<file path="config.mk">
export PLATFORM = sky130hd
export DESIGN_NAME = channel_scanner_8x16
export DESIGN_NICKNAME = d
export VERILOG_FILES = /design/src/rtl/channel_scanner_8x16.sv
export SDC_FILE = /design/constraint.sdc
export NUM_CORES = 1
export LEC_CHECK = 0
export BUFFER_PORTS_ARGS = -buffer_cell sky130_fd_sc_hd__buf_2
export CAP_MARGIN = 25
export CORE_MARGIN = 2
export CORE_UTILIZATION = 55
export CTS_CLUSTER_DIAMETER = 30
export DETAILED_ROUTE_END_ITERATION = 10
export PLACE_DENSITY = 0.85
export SLEW_MARGIN = 30
export SYNTH_ARGS = -nofsm -noshare
export SYNTH_HDL_FRONTEND = slang
export SYNTH_SLANG_ARGS = --single-unit
</file>
<file path="constraint.sdc">
create_clock -name clk -period 2.95 [get_ports clk]
set_input_delay 0.295 -clock clk [delete_from_list [all_inputs] [get_ports clk]]
set_output_delay 0.295 -clock clk [all_outputs]
set_load 0.01 [all_outputs]
</file>
<file path="src/rtl/channel_scanner_8x16.sv">
// channel_scanner_8x16
// Sweeps the enabled inputs of an external 8:1 16-bit mux in ascending
// channel order. Each channel takes two cycles: one settle cycle with the
// new select applied (SELECT), then a capture of mux_y (CAPTURE). The block
// runs a single sweep or repeats sweeps until aborted. All outputs are
// registered.
//
// Handshake: no valid/ready flow control. data_valid is a one-cycle
// strobe and data_out/chan_out are only meaningful in that cycle. done
// pulses once at the end of a single sweep, or in response to a start
// with an empty mask.
module channel_scanner_8x16 (
    input  logic        clk,
    input  logic        rst,
    input  logic        start,
    input  logic        continuous,
    input  logic [7:0]  mask,
    input  logic        abort,
    input  logic [15:0] mux_y,
    output logic [2:0]  sel,
    output logic [15:0] data_out,
    output logic [2:0]  chan_out,
    output logic        data_valid,
    output logic        busy,
    output logic        done,
    output logic [7:0]  sweep_count
);

    typedef enum logic [1:0] {
        IDLE    = 2'd0,
        SELECT  = 2'd1,
        CAPTURE = 2'd2
    } state_t;

    state_t      state, state_nx;
    logic [7:0]  mask_q, mask_nx;
    logic        cont_q, cont_nx;
    logic [2:0]  sel_nx;
    logic [15:0] data_out_nx;
    logic [2:0]  chan_out_nx;
    logic        data_valid_nx;
    logic        done_nx;
    logic [7:0]  sweep_nx;
    logic        found_higher;
    logic [2:0]  higher_idx;

    // Index of the lowest set bit; 0 when the vector is empty.
    function automatic logic [2:0] lowest_bit(input logic [7:0] m);
        logic [2:0] r;
        r = 3'd0;
        for (int i = 7; i >= 0; i--) begin
            if (m[i]) r = 3'(i);
        end
        return r;
    endfunction

    // Lowest set bit strictly above cur: {found, index}.
    function automatic logic [3:0] next_above(input logic [7:0] m, input logic [2:0] cur);
        logic [3:0] r;
        r = 4'd0;
        for (int i = 7; i >= 0; i--) begin
            if (m[i] && (i > int'(cur))) r = {1'b1, 3'(i)};
        end
        return r;
    endfunction

    assign {found_higher, higher_idx} = next_above(mask_q, sel);

    // Next-state and next-output logic; every register holds unless changed.
    always_comb begin
        state_nx      = state;
        mask_nx       = mask_q;
        cont_nx       = cont_q;
        sel_nx        = sel;
        data_out_nx   = data_out;
        chan_out_nx   = chan_out;
        data_valid_nx = 1'b0;
        done_nx       = 1'b0;
        sweep_nx      = sweep_count;
        case (state)
            IDLE: begin
                // abort outranks start so a coincident pair never launches a scan
                if (start && !abort) begin
                    if (mask != 8'd0) begin
                        mask_nx  = mask;
                        cont_nx  = continuous;
                        sel_nx   = lowest_bit(mask);
                        state_nx = SELECT;
                    end else begin
                        done_nx = 1'b1;
                    end
                end
            end
            SELECT: begin
                state_nx = abort ? IDLE : CAPTURE;
            end
            CAPTURE: begin
                if (abort) begin
                    state_nx = IDLE;
                end else begin
                    data_out_nx   = mux_y;
                    chan_out_nx   = sel;
                    data_valid_nx = 1'b1;
                    if (found_higher) begin
                        sel_nx   = higher_idx;
                        state_nx = SELECT;
                    end else begin
                        sweep_nx = sweep_count + 8'd1;
                        if (cont_q) begin
                            sel_nx   = lowest_bit(mask_q);
                            state_nx = SELECT;
                        end else begin
                            done_nx  = 1'b1;
                            state_nx = IDLE;
                        end
                    end
                end
            end
            default: state_nx = IDLE;
        endcase
    end

    // State register and registered outputs.
    always_ff @(posedge clk) begin
        if (rst) begin
            state       <= IDLE;
            mask_q      <= 8'd0;
            cont_q      <= 1'b0;
            sel         <= 3'd0;
            data_out    <= 16'd0;
            chan_out    <= 3'd0;
            data_valid  <= 1'b0;
            busy        <= 1'b0;
            done        <= 1'b0;
            sweep_count <= 8'd0;
        end else begin
            state       <= state_nx;
            mask_q      <= mask_nx;
            cont_q      <= cont_nx;
            sel         <= sel_nx;
            data_out    <= data_out_nx;
            chan_out    <= chan_out_nx;
            data_valid  <= data_valid_nx;
            busy        <= (state_nx != IDLE);
            done        <= done_nx;
            sweep_count <= sweep_nx;
        end
    end

endmodule

</file>
---- Word-level counts from Yosys, hierarchy flattened ----
Cells that the tools add are included.
storage, ports and cells
  logic and storage cells ................. 88
  bits in registers ....................... 44
  output and inout bits ................... 33
operators by class
  magnitude comparators ................... 7
  mux-type cells .......................... 43
  reduce and logical (&&, ||, !) cells .... 18
  equality and inequality tests ........... 6
  bitwise operators ....................... 3
  $add $sub $neg .......................... 1
operators with widths
  operator               number
  $mux W3                21
  $mux W4                7
  $gt A3 B3 Y1 const A   4
  $mux W1                9
  $add A8 B1 Y8 const B  1
  $logic_and A1 B1 Y1    8
  $reduce_bool A8 Y1     1
  $gt A2 B3 Y1 const A   2
  $mux W2                3
  $ne A2 B2 Y1 const B   3
  $pmux W2 S3            1
  $pmux W3 S2            1
  $reduce_and A3 Y1      2
  $reduce_and A5 Y1      1
  $reduce_bool A2 Y1     2
  $gt A1 B3 Y1 const A   1
  $ne A3 B3 Y1 const B   1
  $not A1 Y1             3
  $eq A2 B1 Y1 const B   1
  $eq A2 B2 Y1 const B   1
  $logic_not A2 Y1       1
  $pmux W1 S2            1
  $reduce_and A2 Y1      1
  $reduce_or A2 Y1       1
  $logic_not A1 Y1       1

---- Longest topological paths before layout ----
  word-level depth ........................ 13
  mapped depth ............................ 8

---- Least setup slack after synthesis ----
No wires, ideal clock.
  path type ............................... flip-flop to flip-flop
  start point ............................. register sel[1]
  end point ............................... register sweep_count[6]
  clock period less this slack ............ 1,658 ps
  slack ................................... 1,292 ps
  path buffers ............................ 2
  stages on the path, launching flop included .. 9
  data arrival time ....................... 1,531 ps
  cell sequence ........................... dfxtp_1 buf_2 nor2_1 a21o_1 nand2b_4 buf_6 nor4_4 xnor2_1 nor2_1
on the way
  longest elaborated chain between the ends .. 11
  elaborated cells between the ends (all ways) .. 23
  classes of those cells .................. order compare (7); mux (7); bitwise (1); reduce/logical (8)
RTL lines
  element                               line  source
  start, declared                       20    output logic [2:0] sel,
  start signal, assigned                140   sel <= sel_nx;
  $gt A3 B3 Y1                          62    if (m[i] && (i > int'(cur))) r = {1'b1, 3'(i)};
  $logic_and A1 B1 Y1                   62
  $mux W4 (6 in a row)                  62
  $mux W4 *                             62
  $not A1 Y1 (no source line) *         -
  $reduce_and A3 Y1 (no source line) *  -
  end signal, assigned                  146   sweep_count <= sweep_nx;
  end, declared                         26    output logic [7:0] sweep_count
Mark *: on every way between the ends. The rest lies on a longest branch, timed or not.
A chain may end at the register's enable or synchronous reset.

---- Worst setup path in the final report ----
  start point ............................. register state[1]
  end point ............................... register done
on the way
  longest elaborated chain between the ends .. 2
  elaborated cells between the ends (all ways) .. 3
  classes of those cells .................. eq/ne (1); mux (1); reduce/logical (1)
RTL lines
  element                                           line  source
  start, declared                                   35    state_t state, state_nx;
  start signal, assigned                            137   state <= state_nx;
  $eq A2 B2 Y1 or $logic_not A2 Y1 (tied branches)  80    case (state)
  $pmux W1 S2 *                                     80
  end signal, assigned                              145   done <= done_nx;
  end, declared                                     25    output logic done,
Marks and branches as above.

==> summary.md <==
| Metric | Value |
|---|---|
| Slew headroom | 0.484 |
| Quantity of I/O buffers inserted on ports | 61 |
| Sequential fraction of the synthesis area | 0.423 |
| Ant diodes | 0 |
| Routability-driven placement congestion ratio | 0.881 |
| Worst Clk Skew | 0.00630 ns |
| Tot Pwr | 1.12 mW |
| Arrival time worst endpoint | approximately 2.3 ns |
| Remaining global-route overflow | 0 |
| DIE HEIGHT | between 60 and 70 um |
| Slew at the pin closest to its max-slew limit | between 0.7 and 0.8 ns |
| Number of nets in the layout | around 340 |
| Worst path slowest cell | sky130_fd_sc_hd__nand2b_1 |
| Final routed DRC violation total | 0 |
| Crit path time final | roughly 2 ns |
| Maximum vdd ir drop | 325 uV |
| Critical path endpoint category | flip-flop |
| Synth Warn # | 0 |
| Ordered list of cells on the worst path | nor2b_1 > nand2b_1 > o32a_1 > nor3_1 |
| Via count of the first global-routing pass | between 1500 and 2000 |
| Non-filler cells, final | approximately 350 |
| Via density per instance | 5.39 |
| CTS Buf Count | 5 |
| Core Box Area | 0.00366 mm^2 |
| Dpl hpwl | around 3200 um |
| Number of hold-slack violations in the final timing report | 0 |
| Most common cell after layout, fill and taps aside | sky130_fd_sc_hd__buf_2 |
| FF/Latch Area | roughly 880 um^2 |
| Static Leakage | 1.01 nW |
| Run status | finished clean |
| Unrepaired setup endpoints after global routing | no |
| Starting density of the core | 0.569 |
| Routed wirelength normalized by instance count | ~13 um |
| Number of placed cells counting well taps | about 350 |
| Kind of start point of the critical path | flip-flop |
| Area growth, synth to finish | 18.3% |
| Clock-pin slew reported for the worst setup and hold paths after clock tree synthesis | 0.08 ns |
| TritonCTS clock tree | yes |
| Overall via count from detail_route | about 1900 |
| Max_cap viols | 0 |
| Number of storage elements in the synthesis netlist | 44 |
| Post-DRT Antenna Nets | 0 |
| Number of design-rule violations left by the first detailed-router iteration | 120 |
| X dimension of the die | between 60 and 70 um |
| Area of the die | about 0.0043 mm^2 |
| Pins over their slew limit | 0 |
| Area of the multi-input gates | 0.00110 mm^2 |
| Max frequency | a little under 500 MHz |
| Share of post-route cells with drive strength above 1 | 0.262 |
| Portion of the clock cycle consumed by the worst path in the final layout | 0.690 |
| Final-layout worst hold slack | 0.224 ns |
| Setup TNS | 0 ns |
| Crit-path leading delay family | simple AND/OR/NAND/NOR gates |
| Count of filler cells inserted in the layout | around 330 |
| Setup violation total in the final timing report | 0 |
| Number of distinct library cells after synthesis | 48 |
| Number of top-level pins | 62 |
| Number of buffers inserted by post-CTS setup repair | 0 |
| Maximum number of pins on one net before global-route repair | 45 |
| Top fanout value on the critical path | 21 |
| Detailed-router iteration count before antenna repair | 4 |
| Average instance area after synthesis | 8.33 um^2 |
| Cell Rows | 22 |
| Worst path required time | about 3.2 ns |
| Crit path buf inv count | 0 |
| Hold_buf cts | 0 |
| CTS sink cnt | 44 |
| Number of antenna violations at the first check in global routing | 0 |
| CTS H-tree lvls | 2 |
| Fraction of registers with async set/reset | 0 |
| Final WL | between 4000 and 5000 um |
| Number of instances in the synthesized netlist | 250 |
| Number of synthesized flops with an enable pin | 0 |
| Worst-skew pair later-pin latency | 0.30 ns |
| Type of the tightest min-delay check | in -> reg |
| Net Count, Synth | 280 |
| Resize count post-CTS | 0 |
| Power per standard cell area | 455 mW/mm^2 |
| Global-route wire length before repair | between 7000 and 8000 um |
| Maximum clock insertion buffer count | 2 |
| CTS root buffer | sky130_fd_sc_hd__clkbuf_8 |
| Syn Std Cell Area | approximately 0.0021 mm^2 |
| Top FF cell, synth | sky130_fd_sc_hd__dfxtp_1 |
| Delay of the slowest critical-path stage | roughly 0.53 ns |
| Overall global routing resource usage | 0.225 |
| Highest-count cells in the layout ignoring fill and taps | 61 x sky130_fd_sc_hd__buf_2, 46 x sky130_fd_sc_hd__nand2_1, 44 x sky130_fd_sc_hd__dfxtp_1 |
| Worst setup path category | reg -> reg |
worst min-delay path, cell delays in order:
cell,delay (ns)
sky130_fd_sc_hd__buf_2,0.09
sky130_fd_sc_hd__nand2_1,0.04
sky130_fd_sc_hd__a21oi_1,0.05
registers in the layout, summed over array words and instances (netlist names):
signal and cells:
done 1, busy 1, mask_q 8, state 2, sweep_count 8, sel 3
data_out 16, chan_out 3, cont_q 1, data_valid 1
stage by stage:
step                      setup slack (ns)  instance area (um^2)   util
after floorplan                       1.29                  2080      -
after global placement               0.887                  2380  0.651
after detailed placement             0.928                  2380  0.651
after CTS                            0.905                  2460  0.673
after global routing                 0.697                  2460  0.673
final                                0.915                  2460  0.673
power by group:
part	leakage (nW)	internal, mW	switching (mW)	total [mW]
combinational	0.618	0.0596	0.0789	0.139
clock	0.0400	0.160	0.199	0.359
sequential	0.356	0.605	0.0187	0.624
worst paths after layout:
kind                                  start           end  slack, ns  cells past startpoint
worst max-delay path               state[1]          done       0.91                      4
worst max register to register     state[1]          done       0.91                      4
worst min-delay path              mux_y[14]  data_out[14]       0.22                      3
worst min register to register  chan_out[2]   chan_out[2]       0.45                      2
cell usage after synthesis (4+ instances only):
| cell type | n | area, um^2 |
|---|---|---|
| sky130_fd_sc_hd__nand2_1 | 46 | 173 |
| sky130_fd_sc_hd__a21oi_1 | 27 | 135 |
| sky130_fd_sc_hd__mux2i_1 | 9 | 90.1 |
| sky130_fd_sc_hd__buf_2 | 5 | 25.0 |
| sky130_fd_sc_hd__nor4_1 | 5 | 31.3 |
| sky130_fd_sc_hd__nand2b_1 | 4 | 25.0 |
| sky130_fd_sc_hd__xnor2_1 | 7 | 61.3 |
| sky130_fd_sc_hd__nand3_1 | 4 | 20.0 |
| sky130_fd_sc_hd__dfxtp_1 | 44 | 881 |
| sky130_fd_sc_hd__inv_1 | 7 | 26.3 |
| sky130_fd_sc_hd__nor3_1 | 7 | 35.0 |
| sky130_fd_sc_hd__clkbuf_1 | 7 | 26.3 |
| sky130_fd_sc_hd__nor2_1 | 29 | 109 |
cells by family after synthesis:
family / synth area share
xor gates and xnor gates: 0.0294
muxes: 0.0432
buffers and inverters: 0.0480
DFF: 0.423
adders and majority gates: 0.00601
and+or+nand+nor: 0.271
AOI/OAI and AO/OA: 0.179
layer usage:
metal | vias up | GRT usage | share of wire
met5 | - | 0 | 0
met4 | 0 | 0.0938 | 0.017
met2 | 56 | 0.356 | 0.47
li1 | 976 | - | -
met1 | 863 | 0.304 | 0.45
met3 | 9 | 0.0394 | 0.064
cell type report:
class                           count  share of cell area
Clock buffer                        5              0.0279
Clock inverter                      2             0.00508
Inverter                            7              0.0107
Multi-Input combinational cell    185               0.447
Sequential cell                    44               0.358
Tap cell                           48              0.0244
Timing Repair Buffer               62               0.127
Note: power is estimated with default switching activity, not from simulation.
